File: config.mk
export PLATFORM = sky130hd
export DESIGN_NAME = uart_core
export DESIGN_NICKNAME = d
export VERILOG_FILES = /design/src/rtl/uart_core.sv
export SDC_FILE = /design/constraint.sdc
export NUM_CORES = 1
export LEC_CHECK = 0
export CAP_MARGIN = 10
export CORE_ASPECT_RATIO = 1.75
export CORE_MARGIN = 2
export CORE_UTILIZATION = 50
export DETAILED_ROUTE_END_ITERATION = 8
export GPL_TIMING_DRIVEN = 0
export PLACE_DENSITY = 0.67
export SETUP_SLACK_MARGIN = 0.4
export SLEW_MARGIN = 0
export SYNTH_ARGS = -nofsm -noshare
export SYNTH_HDL_FRONTEND = slang
export SYNTH_SLANG_ARGS = --single-unit
File: constraint.sdc
create_clock -name clk -period 3.3 [get_ports clk]
set_input_delay 0.66 -clock clk [delete_from_list [all_inputs] [get_ports clk]]
set_output_delay 0.66 -clock clk [all_outputs]
set_load 0.03 [all_outputs]
File: src/rtl/uart_core.sv
// UART transceiver: CLK_DIV-cycle bit timer, LSB-first frames, show-ahead RX FIFO with sticky flags.
// Define UART_PARITY_EN to add an even-parity bit after the data bits on both TX and RX.
module uart_core #(
    parameter int CLK_DIV    = 10416,
    parameter int DATA_BITS  = 8,
    parameter int FIFO_DEPTH = 16
) (
    input  logic                             clk,
    input  logic                             rst,
    input  logic [DATA_BITS-1:0]             tx_data,
    input  logic                             tx_valid,
    output logic                             tx_ready,
    output logic                             tx_out,
    input  logic                             rx_in,
    output logic [DATA_BITS-1:0]             rx_data,
    output logic                             rx_valid,
    input  logic                             rx_ready,
    output logic [$clog2(FIFO_DEPTH+1)-1:0]  rx_count,
    output logic                             rx_ore,
    output logic                             rx_ferr,
    output logic                             rx_perr,
    input  logic                             err_clr
);
    localparam int DW = $clog2(CLK_DIV);
    localparam int BW = $clog2(DATA_BITS);
    localparam int AW = $clog2(FIFO_DEPTH);
    localparam int CW = $clog2(FIFO_DEPTH + 1);
    localparam logic [DW-1:0] DIV_LAST = DW'(CLK_DIV - 1);
    localparam logic [DW-1:0] DIV_HALF = DW'(CLK_DIV / 2 - 1);
    localparam logic [BW-1:0] BIT_LAST = BW'(DATA_BITS - 1);

    typedef enum logic [2:0] {
        S_IDLE,
        S_START,
        S_DATA,
`ifdef UART_PARITY_EN
        S_PARITY,
`endif
        S_STOP
    } state_t;

    state_t               tx_state, tx_state_nxt;
    logic [DW-1:0]        tx_cnt;
    logic [BW-1:0]        tx_bit;
    logic [DATA_BITS-1:0] tx_shift;
    logic                 tx_tick, tx_go;
`ifdef UART_PARITY_EN
    logic                 tx_par;
`endif

    assign tx_tick = (tx_cnt == DIV_LAST);
    assign tx_go   = tx_valid && tx_ready;

    always_ff @(posedge clk) begin
        if (rst) tx_state <= S_IDLE;
        else     tx_state <= tx_state_nxt;
    end

    always_comb begin
        tx_state_nxt = tx_state;
        case (tx_state)
            S_IDLE:   if (tx_go) tx_state_nxt = S_START;
            S_START:  if (tx_tick) tx_state_nxt = S_DATA;
`ifdef UART_PARITY_EN
            S_DATA:   if (tx_tick && tx_bit == BIT_LAST) tx_state_nxt = S_PARITY;
            S_PARITY: if (tx_tick) tx_state_nxt = S_STOP;
`else
            S_DATA:   if (tx_tick && tx_bit == BIT_LAST) tx_state_nxt = S_STOP;
`endif
            S_STOP:   if (tx_tick) tx_state_nxt = S_IDLE;
            default:  tx_state_nxt = S_IDLE;
        endcase
    end

    always_comb begin
        tx_out   = 1'b1;
        tx_ready = (tx_state == S_IDLE);
        case (tx_state)
            S_START:  tx_out = 1'b0;
            S_DATA:   tx_out = tx_shift[0];
`ifdef UART_PARITY_EN
            S_PARITY: tx_out = tx_par;
`endif
            default:  tx_out = 1'b1;
        endcase
    end

    always_ff @(posedge clk) begin
        if (rst || tx_state == S_IDLE) begin
            tx_cnt <= '0;
            tx_bit <= '0;
        end else begin
            tx_cnt <= tx_tick ? '0 : tx_cnt + 1'b1;
            if (tx_state == S_DATA && tx_tick) tx_bit <= tx_bit + 1'b1;
        end
    end

    always_ff @(posedge clk) begin
        if (tx_go) begin
            tx_shift <= tx_data;
`ifdef UART_PARITY_EN
            tx_par   <= ^tx_data;
`endif
        end else if (tx_state == S_DATA && tx_tick) begin
            tx_shift <= tx_shift >> 1;
        end
    end

    // Receive path: synchroniser stages, then mid-bit sampling timed from the start edge
    logic                 rx_sync_p0, rx_sync_p1, rx_sync_p2;
    state_t               rx_state, rx_state_nxt;
    logic [DW-1:0]        rx_cnt;
    logic [BW-1:0]        rx_bit;
    logic [DATA_BITS-1:0] rx_shift;
    logic                 rx_tick, rx_fall, rx_bad_par;
    logic                 push_req, ferr_set;

    always_ff @(posedge clk) begin
        if (rst) begin
            rx_sync_p0 <= 1'b1;
            rx_sync_p1 <= 1'b1;
            rx_sync_p2 <= 1'b1;
        end else begin
            rx_sync_p0 <= rx_in;
            rx_sync_p1 <= rx_sync_p0;
            rx_sync_p2 <= rx_sync_p1;
        end
    end

    assign rx_fall = rx_sync_p2 && !rx_sync_p1;
    assign rx_tick = (rx_cnt == '0);

    always_ff @(posedge clk) begin
        if (rst) rx_state <= S_IDLE;
        else     rx_state <= rx_state_nxt;
    end

    always_comb begin
        rx_state_nxt = rx_state;
        case (rx_state)
            S_IDLE:   if (rx_fall) rx_state_nxt = S_START;
            S_START:  if (rx_tick) rx_state_nxt = rx_sync_p1 ? S_IDLE : S_DATA;
`ifdef UART_PARITY_EN
            S_DATA:   if (rx_tick && rx_bit == BIT_LAST) rx_state_nxt = S_PARITY;
            S_PARITY: if (rx_tick) rx_state_nxt = S_STOP;
`else
            S_DATA:   if (rx_tick && rx_bit == BIT_LAST) rx_state_nxt = S_STOP;
`endif
            S_STOP:   if (rx_tick) rx_state_nxt = S_IDLE;
            default:  rx_state_nxt = S_IDLE;
        endcase
    end

`ifdef UART_PARITY_EN
    logic perr_set;

    always_comb begin
        push_req = 1'b0;
        ferr_set = 1'b0;
        perr_set = 1'b0;
        if (rx_tick && rx_state == S_PARITY) perr_set = rx_sync_p1 ^ (^rx_shift);
        if (rx_tick && rx_state == S_STOP) begin
            push_req = rx_sync_p1 && !rx_bad_par;
            ferr_set = !rx_sync_p1;
        end
    end

    always_ff @(posedge clk) begin
        if (rst || rx_state == S_IDLE) rx_bad_par <= 1'b0;
        else if (perr_set)             rx_bad_par <= 1'b1;
    end

    always_ff @(posedge clk) begin
        if (rst) rx_perr <= 1'b0;
        else     rx_perr <= perr_set || (rx_perr && !err_clr);
    end
`else
    assign rx_bad_par = 1'b0;
    assign rx_perr    = 1'b0;

    always_comb begin
        push_req = 1'b0;
        ferr_set = 1'b0;
        if (rx_tick && rx_state == S_STOP) begin
            push_req = rx_sync_p1 && !rx_bad_par;
            ferr_set = !rx_sync_p1;
        end
    end
`endif

    always_ff @(posedge clk) begin
        if (rst || rx_state == S_IDLE) begin
            rx_cnt <= DIV_HALF;
            rx_bit <= '0;
        end else begin
            rx_cnt <= rx_tick ? DIV_LAST : rx_cnt - 1'b1;
            if (rx_state == S_DATA && rx_tick) rx_bit <= rx_bit + 1'b1;
        end
    end

    always_ff @(posedge clk) begin
        if (rx_state == S_DATA && rx_tick) rx_shift <= {rx_sync_p1, rx_shift[DATA_BITS-1:1]};
    end

    // Show-ahead FIFO: a push into a full FIFO only lands when a pop frees a slot that cycle
    logic [DATA_BITS-1:0] fifo_mem [FIFO_DEPTH];
    logic [AW-1:0]        wr_ptr, rd_ptr;
    logic                 full, pop, push, ore_set;

    assign full     = (rx_count == CW'(FIFO_DEPTH));
    assign rx_valid = (rx_count != '0);
    assign pop      = rx_valid && rx_ready;
    assign push     = push_req && (!full || pop);
    assign ore_set  = push_req && full && !pop;
    assign rx_data  = rx_valid ? fifo_mem[rd_ptr] : '0;

    always_ff @(posedge clk) begin
        if (rst) begin
            wr_ptr   <= '0;
            rd_ptr   <= '0;
            rx_count <= '0;
        end else begin
            if (push) wr_ptr <= wr_ptr + 1'b1;
            if (pop)  rd_ptr <= rd_ptr + 1'b1;
            if (push && !pop)      rx_count <= rx_count + 1'b1;
            else if (pop && !push) rx_count <= rx_count - 1'b1;
        end
    end

    always_ff @(posedge clk) begin
        if (push) fifo_mem[wr_ptr] <= rx_shift;
    end

    always_ff @(posedge clk) begin
        if (rst) begin
            rx_ore  <= 1'b0;
            rx_ferr <= 1'b0;
        end else begin
            rx_ore  <= ore_set  || (rx_ore  && !err_clr);
            rx_ferr <= ferr_set || (rx_ferr && !err_clr);
        end
    end
endmodule

Word-level counts from Yosys, hierarchy flattened. Memories as Yosys holds them, arrays and structs flattened. A register that Yosys moved wholly into a read port is not among the register bits. Cells that the tools add are included.

Register bits: 74. Logic and storage cells: 103. Input bits: 14. Memories kept: 1. Memory bits (writable): 128.

Add/subtract/negate cells: 8. Eq/ne operators: 18. Reduce and logical (&&, ||, !) cells: 35. Mux-type cells: 24.

Memory list: fifo_mem (depth 16, width 8, read ports 1, clocked after memory_dff 1, write ports 1, RTL line 206) `logic [DATA_BITS-1:0] fifo_mem [FIFO_DEPTH];`.

Operators with widths (count): $mux W3 (8); $mux W8 (3); $pmux W3 S4 (2); $logic_and A1 B1 Y1 (15); $add A14 B1 Y14 const B (1); $eq A14 B14 Y1 const B (1); $logic_not A14 Y1 (1); $mux W14 (1); $ne A2 B2 Y1 const B (7); $sub A14 B1 Y14 const B (1); $eq A3 B2 Y1 const B (4); $mux W5 (2); $add A4 B1 Y4 const B (2); $mux W4 (2); $reduce_and A4 Y1 (2); $add A3 B1 Y3 const B (2); $eq A3 B1 Y1 const B (2); $eq A3 B3 Y1 const B (2); $logic_not A3 Y1 (2); $add A5 B1 Y5 const B (1); $eq A5 B5 Y1 const B (1); $logic_not A1 Y1 (5); $logic_or A1 B1 Y1 (5); $reduce_bool A5 Y1 (1); other kinds (7) (12).

Depth between registers and ports, before layout.
Word-level depth: 8. Mapped depth: 13. Depth with buffers taken out: 12.

Worst setup path before layout. OpenSTA, ideal clock, no wires.

Path kind: reg2reg. Start: register rx_count[0]. End: register rx_count[4]. Clock period less this slack: 2980 ps. Data required time: 3179 ps. Stages on the path, launching flop included: 13. Arrival time: 2859 ps. Setup slack: 320 ps. Cells stage by stage: dfxtp_1 -> or4_1 -> buf_2 -> o21ai_4 -> nor3_4 -> buf_6 -> ha_1 -> inv_1 -> ha_1 -> a21oi_1 -> a211oi_1 -> a31oi_1 -> mux2_2.

Word-level cells in the longest chain between the ends: 7. Elaborated cells between the ends (all ways): 15.

RTL lines: start: declaration (RTL line 18) `output logic [$clog2(FIFO_DEPTH+1)-1:0] rx_count,`; start signal: assignment (RTL line 225) `if (push && !pop) rx_count <= rx_count + 1'b1;`; start signal: assignment (RTL line 226) `else if (pop && !push) rx_count <= rx_count - 1'b1;`; $eq A5 B5 Y1 or $reduce_bool A5 Y1 (tied branches) (RTL line 210, 211); $logic_not A1 Y1 or $logic_and A1 B1 Y1 (tied branches) (RTL line 213, 212); $logic_or A1 B1 Y1 (*) (RTL line 213) `assign push = push_req && (!full || pop);`; $logic_and A1 B1 Y1 (*) (RTL line 213); net push (RTL line 208) `logic full, pop, push, ore_set;`; $logic_not A1 Y1 (RTL line 226); $logic_and A1 B1 Y1 (RTL line 226); $reduce_bool A2 Y1 (no line).

Mark *: on every way through the listed nets, which the timed path passes. The rest lies on a longest branch. The select of a mux whose other input is x is not followed. A chain may end at the register's enable or synchronous reset.

==> out/qor.txt <==
Post-synthesis sequential area ratio -> 64.0%
Final worst path period share -> 87.1%
Endpoint required time on the critical path -> 2.64 ns
Portion of synthesized cell area occupied by the leading cell type -> 50.1%
Relative slew margins -> 28.9%
Crit path time final -> 2.87 ns
Number of max-capacitance violations reported -> 0
Final Hold Fails -> 0
Number of failing setup endpoints in the final timing report -> 0
Core area -> 16900 sq um
Number of vias after detailed routing -> 5020
Number of DRC violations after detailed routing -> 0
Hold_sp -> rx_sync_p0
CTS HTree Levels -> 1
Root buffer cell -> sky130_fd_sc_hd__clkbuf_16
Start-to-end type of the worst setup path -> register to output port
Filler Cell Count -> 1278
Final Net Count -> 689
Hold Crit Endpoint -> rx_sync_p1
Via count of the first global-routing pass -> 4988
Kind of end point of the critical path -> output port
Maximum fanout encountered on the critical timing path -> 7
Run status -> complete, no violations
Number of diodes -> 0
Count of unique library cells instantiated by Yosys -> 61
Area of placed instances -> 9230 sq um
Sum of overflow across all layers after global routing -> 0
Predominant post-synthesis flop cell -> sky130_fd_sc_hd__edfxtp_1
Final antenna-violating net count -> 0
Synthesized net count -> 623
Global-route wire length before repair -> 26700 um
Clock latency at the later pin of the worst-skew pair -> 0.48 ns
Clock buffers created by TritonCTS -> 18
Per-cell via count in the routed design -> 5.63
Number of port buffers -> 31
Number of flops mapped to enable cells by yosys -> 144
Share of async-settable or async-resettable flops after synthesis -> 0%
P&R area growth vs syn -> 18.3%
Hold path depth -> 1
TritonCTS Sinks -> 204
GRT Total Usage -> 19.2%
P per Cell Area -> 505 nW/um^2
Mapped cell area -> 8630 sq um
Final TNS setup -> 0 ns
Min-Delay Path Class -> register to register
Routed wire per std cell -> 19.2 um
Unrepaired setup endpoints after global routing -> yes
Die Wd -> 103 um
Clock tree from TritonCTS -> yes
Overall routed net length -> 17100 um
Depth of the worst register-to-register path -> 12
Biggest area consumer among synthesized cells -> sky130_fd_sc_hd__edfxtp_1
Total Die Area -> 18400 sq um
Top-Level Pins -> 33
Layout cell share with drive strength beyond 1 -> 23.9%
Register-to-register path setup slack -> 0.43 ns
Post-route cell area -> 10200 sq um
Synthesized area divided by synthesized cell count -> 14.7 sq um
CTS Hold Buffers Added -> 0
Final clock skew -> 0.00857 ns
Rows -> 63
Synthesized instance count -> 587
Die boundary height -> 178 um
Peak ir drop on the vdd network -> 397 uV
Synthesized flop and latch total -> 204
First drt pass iteration count -> 4
Data arrival time of the critical path -> 2.21 ns
Starting utilization of the core area -> 50.9%
Synth top area cells -> sky130_fd_sc_hd__edfxtp_1 50%, sky130_fd_sc_hd__dfxtp_1 14%, sky130_fd_sc_hd__mux4_2 8.4%
Worst r2r src -> rx_count[0]
Final slew viol count -> 0
Synth warnings -> 0
Gpl congestion -> 0.822
Dpl hpwl -> 12000 um
Worst Tran Pin Value -> 1.06 ns
Largest net degree at the start of global routing -> 18
Number of antenna violations at the first check in global routing -> 0
Pleak -> 0.00343 uW
Fmax -> 0.348 GHz
Starting DRC count in detailed routing -> 254
Clock tree buffer depth -> 3
Clock-pin slew on the worst setup and hold paths -> 0.06 ns
Endpoint of the most critical register-to-register path -> rx_count[4]
Critical path launch point type -> register
[per-stage QoR]
stage	power, uW	std cells	util, %	worst slack, ns	hold slack (ns)
detailed placement	3200	845	54.5	-0.289	0.393
CTS	5200	879	58.9	0.362	0.409
floorplan	3090	587	-	0.427	0.380
finish	5150	892	60.3	0.427	0.408
global route	5320	892	60.3	0.328	0.445
global placement	3180	845	54.5	-0.260	0.394
[worst max-delay path: stages (launching register included)]
cell,delay (ns)
sky130_fd_sc_hd__dfxtp_2,0.34
sky130_fd_sc_hd__buf_12,0.14
sky130_fd_sc_hd__buf_12,0.12
sky130_fd_sc_hd__mux4_2,0.51
sky130_fd_sc_hd__nor2b_4,0.15
sky130_fd_sc_hd__a211oi_2,0.24
sky130_fd_sc_hd__a211oi_2,0.05
sky130_fd_sc_hd__buf_4,0.17
[flip-flops by register name, summed over array words and instances (netlist names), named ones only]
name        cells
fifo_mem      128
rx_cnt         14
tx_cnt         14
rx_shift        8
tx_shift        8
rx_count        5
rd_ptr          4
wr_ptr          4
rx_bit          3
tx_bit          3
rx_state        2
tx_state        2
rx_ferr         1
rx_ore          1
rx_sync_p0      1
rx_sync_p1      1
rx_sync_p2      1
[cell type report]
type	count	area (sq um)	area share [%]
buffer	27	225	2.21
multi-input combinational	339	3100	30.4
clock inverter	6	61.3	0.600
sequential	204	5530	54.2
clock buffer	26	502	4.91
tap	227	284	2.78
inverter	17	63.8	0.625
timing repair buffer	46	443	4.34
[per-layer routing]
layer,global-route usage (%),vias up,share of wire (%)
met5,0,-,0
met4,5.26,0,1.6
met2,36.7,112,58
met3,2.40,23,3.6
li1,-,2378,-
met1,21.8,2507,36
[layout by cell type, fill, tap and decap left out, drive strengths merged, types with 13 or more instances in the layout]
| master | Yosys | routed |
|---|---|---|
| inv | 16 | 16 |
| clkbuf | 9 | 37 |
| nor2 | 39 | 39 |
| nand2 | 20 | 20 |
| and3 | 23 | 23 |
| xnor2 | 15 | 15 |
| buf | 18 | 39 |
| mux4 | 32 | 32 |
| a21oi | 17 | 17 |
| ha | 21 | 21 |
| dfxtp | 60 | 60 |
| clkdlybuf4s50 | 0 | 20 |
| edfxtp | 144 | 144 |
| a211oi | 17 | 17 |
| nor2b | 15 | 15 |
| nand4 | 13 | 13 |
[Yosys cell counts, types with 3 or more instances]
master and number:
sky130_fd_sc_hd__nor4_2 5, sky130_fd_sc_hd__inv_1 16, sky130_fd_sc_hd__edfxtp_1 144, sky130_fd_sc_hd__mux2_2 8, sky130_fd_sc_hd__or4_1 7, sky130_fd_sc_hd__a21oi_1 16, sky130_fd_sc_hd__and3_1 23, sky130_fd_sc_hd__nor2_1 38
sky130_fd_sc_hd__nand4_1 13, sky130_fd_sc_hd__buf_2 13, sky130_fd_sc_hd__mux4_2 32, sky130_fd_sc_hd__mux2_1 3, sky130_fd_sc_hd__clkbuf_1 9, sky130_fd_sc_hd__nand2_1 19, sky130_fd_sc_hd__or2_2 6, sky130_fd_sc_hd__nand3_1 10
sky130_fd_sc_hd__mux2i_1 9, sky130_fd_sc_hd__dfxtp_1 60, sky130_fd_sc_hd__xor2_1 11, sky130_fd_sc_hd__nor4_1 3, sky130_fd_sc_hd__xnor2_1 15, sky130_fd_sc_hd__nand2b_1 4, sky130_fd_sc_hd__nor3_1 8, sky130_fd_sc_hd__nor2b_1 15
sky130_fd_sc_hd__ha_1 21, sky130_fd_sc_hd__a211oi_1 17, sky130_fd_sc_hd__and2_1 6, sky130_fd_sc_hd__o21ai_0 7, sky130_fd_sc_hd__o31ai_1 5
[kinds of logic after synthesis]
family / count (synthesis) / share of synthesized area [%]
mux: 52 / 10.8
compound gates: 64 / 5.18
fa+ha+maj: 22 / 3.28
buf+inv: 44 / 2.28
xor+xnor: 26 / 2.64
simple gates: 174 / 11.7
flops: 204 / 64.0
other cells: 1 / 0.0434
[worst max path at each step]
| stage | from | to | cells past startpoint |
|---|---|---|---|
| 4_1_cts | register | rx_data[6] | 7 |
| 2_1_floorplan | rx_count[0] | rx_count[4] | 11 |
| 3_5_place_dp | rx_ready | rx_count[4] | 12 |
| 3_3_place_gp | rx_ready | rx_count[4] | 12 |
| 6_report | register | rx_data[4] | 7 |
| 5_1_grt | register | rx_data[4] | 7 |
[report_power, final]
part	total, uW	switching, uW	leakage (uW)	internal [uW]
clock	2020	873	0.000274	1140
sequential	2800	25.5	0.00179	2770
combinational	338	199	0.00137	140
total	5150	1100	0.00343	4060
[timing repair]
action                                  CTS  global route
resized for setup                       104            19
gates cloned                              0             2
endpoints found under the setup margin   13            10
buffers inserted                          2            11
pin swaps                                 5             9
No activity file was read; power rests on OpenSTA's default activity.
